<file path="src/rtl/reg_fwd_scoreboard_pkg.sv">
// Shared types and widths for the decode-stage operand bypass / hazard unit.
// REG_ADDR_WIDTH and CPU_WIDTH carry the same values as the core-wide
// defines, so the bypass block builds stand-alone.
package reg_fwd_scoreboard_pkg;

  localparam int REG_ADDR_WIDTH = 5;
  localparam int CPU_WIDTH      = 32;

  // Where a read port takes its operand from, highest priority first.
  typedef enum logic [1:0] {
    SRC_ZERO = 2'd0,  // architectural x0
    SRC_DONE = 2'd1,  // long-latency completion bus
    SRC_FWD  = 2'd2,  // one of the in-flight pipeline writers
    SRC_RF   = 2'd3   // register file read data
  } op_src_e;

endpackage

</file>
<file path="src/rtl/reg_fwd_scoreboard_fwd_port_sel.sv">
// One read port: picks the operand source by priority and flags a hazard
// when the operand belongs to a long-latency op that has not completed.
// Purely combinational.
module fwd_port_sel
  import reg_fwd_scoreboard_pkg::*;
#(
  parameter int FWD_STAGES = 2,
  parameter int AW         = REG_ADDR_WIDTH,
  parameter int DW         = CPU_WIDTH
) (
  input  logic                     rd_en_i,
  input  logic [AW-1:0]            rd_adder_i,
  input  logic [DW-1:0]            rf_rd_data_i,
  input  logic [FWD_STAGES-1:0]    fwd_wr_en_i,
  input  logic [FWD_STAGES*AW-1:0] fwd_wr_adder_i,
  input  logic [FWD_STAGES*DW-1:0] fwd_wr_data_i,
  input  logic                     lat_done_valid_i,
  input  logic [AW-1:0]            lat_done_adder_i,
  input  logic [DW-1:0]            lat_done_data_i,
  input  logic                     pend_i,
  output logic [DW-1:0]            rd_data_o,
  output logic [AW-1:0]            rd_adder_o,
  output logic                     hazard_o
);

  logic [FWD_STAGES-1:0] w_fwd_hit;
  logic                  w_addr_zero;
  logic                  w_done_hit;
  logic [DW-1:0]         w_fwd_data;
  op_src_e               w_src;

  assign w_addr_zero = (rd_adder_i == '0);
  assign w_done_hit  = lat_done_valid_i && (lat_done_adder_i == rd_adder_i);

  genvar gi;
  generate
    for (gi = 0; gi < FWD_STAGES; gi++) begin : g_hit
      assign w_fwd_hit[gi] = fwd_wr_en_i[gi] &&
                             (fwd_wr_adder_i[gi*AW +: AW] == rd_adder_i);
    end
  endgenerate

  // Youngest matching stage wins: scan oldest to youngest, last hit sticks.
  always_comb begin
    w_fwd_data = '0;
    for (int s = FWD_STAGES - 1; s >= 0; s--) begin
      if (w_fwd_hit[s]) begin
        w_fwd_data = fwd_wr_data_i[s*DW +: DW];
      end
    end
  end

  // Source priority: x0, completion bus, forwarding stages, register file.
  always_comb begin
    w_src = SRC_RF;
    if (w_addr_zero) begin
      w_src = SRC_ZERO;
    end else if (w_done_hit) begin
      w_src = SRC_DONE;
    end else if (|w_fwd_hit) begin
      w_src = SRC_FWD;
    end
  end

  // Operand mux; the address is only passed on when the RF value is used.
  always_comb begin
    rd_data_o  = '0;
    rd_adder_o = '0;
    case (w_src)
      SRC_ZERO: begin
        rd_data_o  = '0;
        rd_adder_o = '0;
      end
      SRC_DONE: begin
        rd_data_o  = lat_done_data_i;
        rd_adder_o = '0;
      end
      SRC_FWD: begin
        rd_data_o  = w_fwd_data;
        rd_adder_o = '0;
      end
      default: begin
        rd_data_o  = rf_rd_data_i;
        rd_adder_o = rd_adder_i;
      end
    endcase
  end

  // A pending register stalls even if an older stage forwards a stale value;
  // only the completion bus itself resolves it.
  assign hazard_o = rd_en_i && !w_addr_zero && pend_i && !w_done_hit;

endmodule

</file>
<file path="src/rtl/reg_fwd_scoreboard.sv">
// Operand bypass and hazard unit for the decode stage. Holds the per-register
// pending scoreboard for long-latency ops, arbitrates issue against it, and
// counts stalled cycles. Per-port source selection lives in fwd_port_sel.
module reg_fwd_scoreboard
  import reg_fwd_scoreboard_pkg::*;
#(
  parameter int RD_PORTS   = 2,
  parameter int FWD_STAGES = 2,
  parameter int AW         = REG_ADDR_WIDTH,
  parameter int DW         = CPU_WIDTH,
  parameter int CNT_W      = 32
) (
  input  logic                     clk,
  input  logic                     rst,
  input  logic [RD_PORTS-1:0]      rd_en_i,
  input  logic [RD_PORTS*AW-1:0]   rd_adder_i,
  input  logic [RD_PORTS*DW-1:0]   rf_rd_data_i,
  input  logic [FWD_STAGES-1:0]    fwd_wr_en_i,
  input  logic [FWD_STAGES*AW-1:0] fwd_wr_adder_i,
  input  logic [FWD_STAGES*DW-1:0] fwd_wr_data_i,
  input  logic                     lat_issue_valid_i,
  input  logic [AW-1:0]            lat_issue_adder_i,
  output logic                     lat_issue_ready_o,
  input  logic                     lat_done_valid_i,
  input  logic [AW-1:0]            lat_done_adder_i,
  input  logic [DW-1:0]            lat_done_data_i,
  output logic [RD_PORTS*DW-1:0]   rd_data_o,
  output logic [RD_PORTS*AW-1:0]   rd_adder_o,
  output logic                     stall_o,
  output logic [(2**AW)-1:0]       pend_o,
  output logic [CNT_W-1:0]         stall_cnt_o
);

  localparam int NREG = 2 ** AW;

  logic [NREG-1:0]     r_pend;
  logic [NREG-1:0]     w_pend_next;
  logic [CNT_W-1:0]    r_stall_cnt;
  logic [RD_PORTS-1:0] w_hazard;
  logic                w_done_on_issue;
  logic                w_issue_acc;

  // A done for the register being issued frees it in the same cycle, so a
  // back-to-back reissue is not a WAW conflict.
  assign w_done_on_issue   = lat_done_valid_i && (lat_done_adder_i == lat_issue_adder_i);
  assign lat_issue_ready_o = !((lat_issue_adder_i != '0) &&
                               r_pend[lat_issue_adder_i] && !w_done_on_issue);
  assign w_issue_acc       = lat_issue_valid_i && lat_issue_ready_o &&
                             (lat_issue_adder_i != '0);

  genvar gi;
  generate
    for (gi = 0; gi < RD_PORTS; gi++) begin : g_port
      fwd_port_sel #(
        .FWD_STAGES (FWD_STAGES),
        .AW         (AW),
        .DW         (DW)
      ) u_sel (
        .rd_en_i          (rd_en_i[gi]),
        .rd_adder_i       (rd_adder_i[gi*AW +: AW]),
        .rf_rd_data_i     (rf_rd_data_i[gi*DW +: DW]),
        .fwd_wr_en_i      (fwd_wr_en_i),
        .fwd_wr_adder_i   (fwd_wr_adder_i),
        .fwd_wr_data_i    (fwd_wr_data_i),
        .lat_done_valid_i (lat_done_valid_i),
        .lat_done_adder_i (lat_done_adder_i),
        .lat_done_data_i  (lat_done_data_i),
        .pend_i           (r_pend[rd_adder_i[gi*AW +: AW]]),
        .rd_data_o        (rd_data_o[gi*DW +: DW]),
        .rd_adder_o       (rd_adder_o[gi*AW +: AW]),
        .hazard_o         (w_hazard[gi])
      );
    end

    // Per-bit scoreboard next state: issue sets, done clears, issue wins a tie.
    // A done to a clear bit is naturally a no-op; x0 is never pending.
    for (gi = 0; gi < NREG; gi++) begin : g_pend
      if (gi == 0) begin : g_zero
        assign w_pend_next[gi] = 1'b0;
      end else begin : g_reg
        logic w_set;
        logic w_clr;
        assign w_set = w_issue_acc && (lat_issue_adder_i == AW'(gi));
        assign w_clr = lat_done_valid_i && (lat_done_adder_i == AW'(gi));
        assign w_pend_next[gi] = w_set || (r_pend[gi] && !w_clr);
      end
    end
  endgenerate

  assign stall_o     = |w_hazard;
  assign pend_o      = r_pend;
  assign stall_cnt_o = r_stall_cnt;

  // Scoreboard register; reset drops every outstanding op.
  always_ff @(posedge clk or posedge rst) begin
    if (rst) begin
      r_pend <= '0;
    end else begin
      r_pend <= w_pend_next;
    end
  end

  // Stalled-cycle counter, sticks at all-ones instead of wrapping.
  always_ff @(posedge clk or posedge rst) begin
    if (rst) begin
      r_stall_cnt <= '0;
    end else if (stall_o && !(&r_stall_cnt)) begin
      r_stall_cnt <= r_stall_cnt + 1'b1;
    end
  end

endmodule

</file>
<file path="config.mk">
export PLATFORM = sky130hd
export DESIGN_NAME = reg_fwd_scoreboard
export DESIGN_NICKNAME = d
export VERILOG_FILES = /design/src/rtl/reg_fwd_scoreboard_pkg.sv /design/src/rtl/reg_fwd_scoreboard_fwd_port_sel.sv /design/src/rtl/reg_fwd_scoreboard.sv
export SDC_FILE = /design/constraint.sdc
export NUM_CORES = 1
export LEC_CHECK = 0
export BUFFER_PORTS_ARGS = -buffer_cell sky130_fd_sc_hd__buf_4
export CORE_ASPECT_RATIO = 2
export CORE_UTILIZATION = 25
export DETAILED_ROUTE_END_ITERATION = 10
export MAX_ROUTING_LAYER = met4
export SLEW_MARGIN = 30
export SYNTH_ARGS = -nofsm -noshare
export SYNTH_HDL_FRONTEND = slang
export SYNTH_SLANG_ARGS = --single-unit
</file>
<file path="constraint.sdc">
create_clock -name clk -period 2.95 [get_ports clk]
set_input_delay 0.7375 -clock clk [delete_from_list [all_inputs] [get_ports clk]]
set_output_delay 0.7375 -clock clk [all_outputs]
set_load 0.005 [all_outputs]
</file>
After elaboration in Yosys (flattened, before gate mapping) --
Index checks and enable logic that the tools add are counted. Widths: inputs -> output; s select.
Word-level totals: logic and storage cells 290, bits in registers 63
Cells by class: order comparisons 3, muxes and demuxes 20, add/subtract/negate cells 1, equality and inequality tests 73, reductions and logical operators 191
Operator list (number):
- $pmux 32 s3 | 2
- $eq 5x5->1 const B | 32
- $mux 32 | 4
- $logic_and 1x1->1 | 111
- $eq 5x4->1 const B | 16
- $eq 5x3->1 const B | 8
- $logic_not 1->1 | 38
- $eq 5x5->1 | 7
- $add 32x1->32 const B | 1
- $reduce_and 32->1 | 1
- $logic_or 1x1->1 | 31
- $eq 5x2->1 const B | 4
- $lt 5x6->1 const B | 3
- $bmux 1 s5 | 3
- $eq 5x1->1 const B | 2
- $logic_not 5->1 | 2
- $mux 5 | 2
- $mux 2 | 4
- $reduce_or 2->1 | 3
- $reduce_or 3->1 | 2
- $mux 1 | 5
- $reduce_bool 5->1 | 1
- $eq 2x1->1 const B | 2
- $eq 2x2->1 const B | 2
- $logic_not 2->1 | 2

Longest topological paths before layout --
depth after elaboration 9, gate-level depth with buffers 11, mapped depth without buffers 8

Cells and area by module --
From an unflattened synthesis, not the netlist that was laid out.
Unflattened totals: cells, all modules 808, area total of the unflattened synthesis 7683.6 um^2
Modules (own cells, without submodules):
- reg_fwd_scoreboard | seq. area each 1576.5 um^2, area each 3917.5 um^2, times used 1, cells an instance 364
- fwd_port_sel | seq. area each 0.0 um^2, area each 1883.1 um^2, times used 2, cells an instance 222

Least setup slack after synthesis --
Ideal clock, no wire load.
path kind input to output, start point input rd_adder_i[1], end point output rd_data_o[0], cell stages on the path 9, buffers on the path 3, path slack -218 ps, data arrival time 2431 ps, cells stage by stage buf_4 > buf_4 > xor2_1 > nor4_1 > nand3_1 > nand2b_1 > clkbuf_1 > o221ai_1 > a21oi_1
On the way: longest elaborated chain between the ends 8, elaborated cells on any way between the ends 17, classes of those cells eq/ne (5); mux (6); reduce/logical (6)
Ends and longest elaborated chain:
- start, declared | line reg_fwd_scoreboard.sv:16 | input logic [RD_PORTS*AW-1:0] rd_adder_i,
- $eq 5x5->1 | line reg_fwd_scoreboard_fwd_port_sel.sv:39 | (fwd_wr_adder_i[gi*AW +: AW] == rd_adder_i);
- $logic_and 1x1->1 | line reg_fwd_scoreboard_fwd_port_sel.sv:38 | assign w_fwd_hit[gi] = fwd_wr_en_i[gi] &&
- $reduce_or 2->1 | line reg_fwd_scoreboard_fwd_port_sel.sv:60 | end else if (|w_fwd_hit) begin
- $mux 1 | line reg_fwd_scoreboard_fwd_port_sel.sv:60
- $mux 2 | line reg_fwd_scoreboard_fwd_port_sel.sv:58 | end else if (w_done_hit) begin
- $mux 2 | line reg_fwd_scoreboard_fwd_port_sel.sv:56 | if (w_addr_zero) begin
- $eq 2x2->1 (tied with other cells) | line reg_fwd_scoreboard_fwd_port_sel.sv:69 | case (w_src)
- $pmux 32 s3 (*) | line reg_fwd_scoreboard_fwd_port_sel.sv:69
- end, declared | line reg_fwd_scoreboard.sv:27 | output logic [RD_PORTS*DW-1:0] rd_data_o,
Every way passes the cells marked *; elsewhere a longest branch is shown, timed or not.

Final worst setup path --
start point input fwd_wr_adder_i[0], end point output rd_data_o[58]
On the way: longest elaborated chain between the ends 8, elaborated cells on any way between the ends 11, classes of those cells eq/ne (3); mux (5); reduce/logical (3)
Ends and longest elaborated chain:
- start, declared | line reg_fwd_scoreboard.sv:19 | input logic [FWD_STAGES*AW-1:0] fwd_wr_adder_i,
- $eq 5x5->1 (*) | line reg_fwd_scoreboard_fwd_port_sel.sv:39
- $logic_and 1x1->1 (*) | line reg_fwd_scoreboard_fwd_port_sel.sv:38
- $reduce_or 2->1 | line reg_fwd_scoreboard_fwd_port_sel.sv:60
- $mux 1 | line reg_fwd_scoreboard_fwd_port_sel.sv:60
- $mux 2 | line reg_fwd_scoreboard_fwd_port_sel.sv:58
- $mux 2 | line reg_fwd_scoreboard_fwd_port_sel.sv:56
- $eq 2x2->1 (tied with other cells) | line reg_fwd_scoreboard_fwd_port_sel.sv:69
- $pmux 32 s3 (*) | line reg_fwd_scoreboard_fwd_port_sel.sv:69
Marks and branches as above.

==> flow_metrics.py <==
metrics = {
    "synthesis": {
        "synthDistinctLibCells": 50,
        "synth_top_area_share_pct": 27.2,
        "yosysWarningCount": 0,
        "avgSynthCellArea_sq_um": 7.90,
        "yosysSeqAreaShare_pct": 27.2,
        "netlist_instances": 733,
        "ys_async_sr_fraction_pct": 100,
        "synth_edf_count": 0,
        "synth.area.top_cells": "dfrtp_1 27%, o221ai_1 9.7%, mux4_2 6.2%, xnor2_1 5.9%, o21ai_0 5.9%",
        "synthesis.nets": 932,
        "synth-seq-cells": 63,
        "syn-cell-area_sq_mm": 0.00579,
        "yosysTopAreaCell": "dfrtp_1",
        "synthFlopType": "dfrtp_1",
    },
    "cts": {
        "root_buffer": "clkbuf_16",
        "htree_levels": 3,
        "clock_sinks": 63,
        "clock_latency_ps": 320,
        "cts_hold_buf": 0,
        "cts_buffers": 9,
        "clockBufferDepth": 2,
        "cts_tree": "done",
        "clkSlewWorstSetupHoldPaths_ps": 50,
    },
    "critical_path": {
        "reg2reg_from": "stall_cnt_o[12]$_DFFE_PP0P_",
        "required_ps": 2210,
        "reg2reg_slack_ps": 370,
        "worst-setup-path-type": "in -> out",
        "crit_slowest_cell": "nor4_1",
        "cp.arrival_ps": 2440,
        "reg2reg_to": "stall_cnt_o[13]$_DFFE_PP0P_",
        "critical-path-top-delay-family": "buffers and inverters",
        "end_kind": "output port",
        "slowest_delay_ps": 300,
        "reg2reg_depth": 9,
        "crit_chain": "buf_8, xor2_1, nor4_1, nand3_1, buf_6, nand2b_4, clkbuf_16, o221ai_1, a21oi_1, buf_4",
        "crit_fanout": 7,
        "critPathBufInv": 4,
        "start_kind": "input port",
    },
    "hold_path": {
        "worstHoldStart": "stall_cnt_o[6]$_DFFE_PP0P_",
        "whs_endpoint": "stall_cnt_o[6]$_DFFE_PP0P_",
        "whs_path_depth": 1,
        "holdCritPathClass": "reg -> reg",
    },
    "routing": {
        "drc": 0,
        "drt_first_pass_iters": 5,
        "viasPerCell": 5.60,
        "drt-total-wl_mm": 36.2,
        "ant_nets": 0,
        "num_vias": 8020,
        "drt_iter0_drc": 484,
        "wire_per_inst_um": 25.3,
    },
    "power_and_ir_drop": {
        "p_leak_nw": 4.97,
        "ir_drop_mv": 0.521,
        "p_per_area_mw_per_mm2": 376,
    },
    "timing": {
        "rsz0062_at_grt": "true",
        "worst_slew_pin_slew_ps": 818,
        "drv_slew": 0,
        "relSlewSlack_pct": 45.4,
        "final-hold-violation-count": 0,
        "fmax_ghz": 0.315,
        "fin_crit_ps": 3170,
        "finalSetupViolations": 71,
        "fin_crit_sh_pct": 108,
        "fin_ws_ps": -223,
        "holdWs_ps": 491,
        "final.setup_skew_ps": 3.93,
    },
    "place": {
        "dp_cells": 1372,
        "dp_hpwl_mm": 24.8,
        "placed_cell_area_sq_mm": 0.00918,
        "port_buffers": 336,
        "finalWeightedCongestion": 0.913,
    },
    "outcome": {
        "violations": "setup timing",
        "outcome": "finished, violations left",
    },
    "global_routing": {
        "antenna_found_initial": 3,
        "grt_pass1_wl_mm": 49.0,
        "grt_max_degree": 38,
        "grt_overflow": 0,
        "grtUsageTotal_pct": 29.6,
        "grt_pass1_vias": 8169,
    },
    "finish": {
        "drive_gt1_share_pct": 56.4,
        "area_growth_pct": 90.5,
        "final_cell_area_sq_mm": 0.0110,
        "fin_cells": 1433,
        "nets": 1345,
    },
    "die": {
        "die_h_um": 217,
        "row_count": 78,
        "placeableCoreArea_sq_mm": 0.0227,
        "dieArea_sq_mm": 0.0238,
        "io_pins": 338,
        "start_util_pct": 25.5,
        "die_width_um": 110,
    },
    "run": {
        "drv_cap": 0,
    },
}
==> power by group <==
group          internal [mW]  switching (mW)
Clock                  0.689           0.356
Sequential              1.01           0.223
Combinational           1.03           0.840
==> what timing repair did <==
item	CTS	global route
pin swaps	31	49
setup buffers	12	18
cloned	12	7
gates resized for setup	145	94
endpoints found under the setup margin	71	74
==> logic make-up after synthesis <==
logic type | Yosys count | share of synthesized area [%]
mux | 37 | 9.96
fa+ha+maj | 1 | 0.216
other cells | 1 | 0.0648
compound gates | 211 | 23.1
simple gates | 276 | 23.0
buf+inv | 78 | 6.46
flops | 63 | 27.2
xor+xnor | 66 | 9.98
==> cell usage after synthesis, types with 2 or more instances <==
library cell,number
nand3b_1,4
and4_1,5
and3b_1,2
and2_2,2
a21oi_1,67
nand2_1,84
mux2_2,5
o21ai_0,68
xnor2_1,39
buf_2,11
and3_1,9
nand4_1,17
o221ai_1,64
nand4b_1,2
nand2b_1,6
clkbuf_1,37
and2_1,3
or2_2,2
nor2b_1,8
inv_1,16
nor2_1,84
xor2_1,27
nand3_1,27
a22oi_1,2
mux4_2,16
a31oi_1,4
nor4_1,6
buf_4,5
mux2i_1,16
buf_6,5
nand3_2,5
dfrtp_1,63
and3_2,5
==> layout by cell type, fill, tap and decap left out, types with 14 or more instances in the layout <==
master / synthesis / routed
a21oi_1: 67 / 29
dfrtp_1: 63 / 63
o221ai_1: 64 / 36
nand3_1: 27 / 23
inv_1: 16 / 14
o21ai_0: 68 / 65
nand2_1: 84 / 76
nand4_1: 17 / 17
clkbuf_16: 0 / 16
nor2_1: 84 / 46
buf_12: 0 / 19
buf_6: 5 / 34
buf_4: 5 / 387
nor2_2: 0 / 21
o221ai_2: 0 / 25
mux2i_1: 16 / 16
xnor2_1: 39 / 38
mux4_2: 16 / 16
nor2_4: 0 / 17
a21oi_2: 0 / 37
xor2_1: 27 / 25
==> metrics by stage <==
stage / utilization (%) / power [mW] / setup TNS, ps / setup slack, ps
after global placement: 40.4 / 2.84 / -14740 / -371
final: 48.5 / 4.15 / -10190 / -223
after global routing: 48.5 / 4.35 / -17140 / -310
after floorplan: - / 1.85 / -405 / -13.6
after CTS: 45.9 / 4.08 / -8660 / -173
after detailed placement: 40.4 / 2.85 / -16060 / -367
==> area by class of cell <==
type,instances,area (sq um)
multi-input combinational,592,4540
clock inverter,4,45.0
antenna,3,7.51
fill,2239,11700
timing repair buffer,464,4200
sequential,63,1580
inverter,16,60.1
clock buffer,11,253
tap,280,350
==> worst max-delay path by stage <==
stage                            startpoint             to  cells after the start
final                     fwd_wr_adder_i[0]  rd_data_o[58]                     10
after global routing      fwd_wr_adder_i[0]  rd_data_o[58]                     10
after CTS                     rd_adder_i[7]  rd_data_o[51]                     11
after detailed placement      rd_adder_i[5]        stall_o                      8
after global placement        rd_adder_i[5]        stall_o                      8
after floorplan               rd_adder_i[9]  rd_data_o[33]                      8
==> registers in the layout, summed over array words and instances, names as in the netlist <==
signal       cells
stall_cnt_o     32
pend_o          31
==> routing by layer <==
layer,routed length (um),global-route usage [%],up-vias
li1,-,-,3520
met1,10700,24.6,3844
met2,19100,53.5,476
met3,2970,8.18,180
met4,3430,22.7,0
met5,0,-,-
Power figures use the tool's default switching activity.
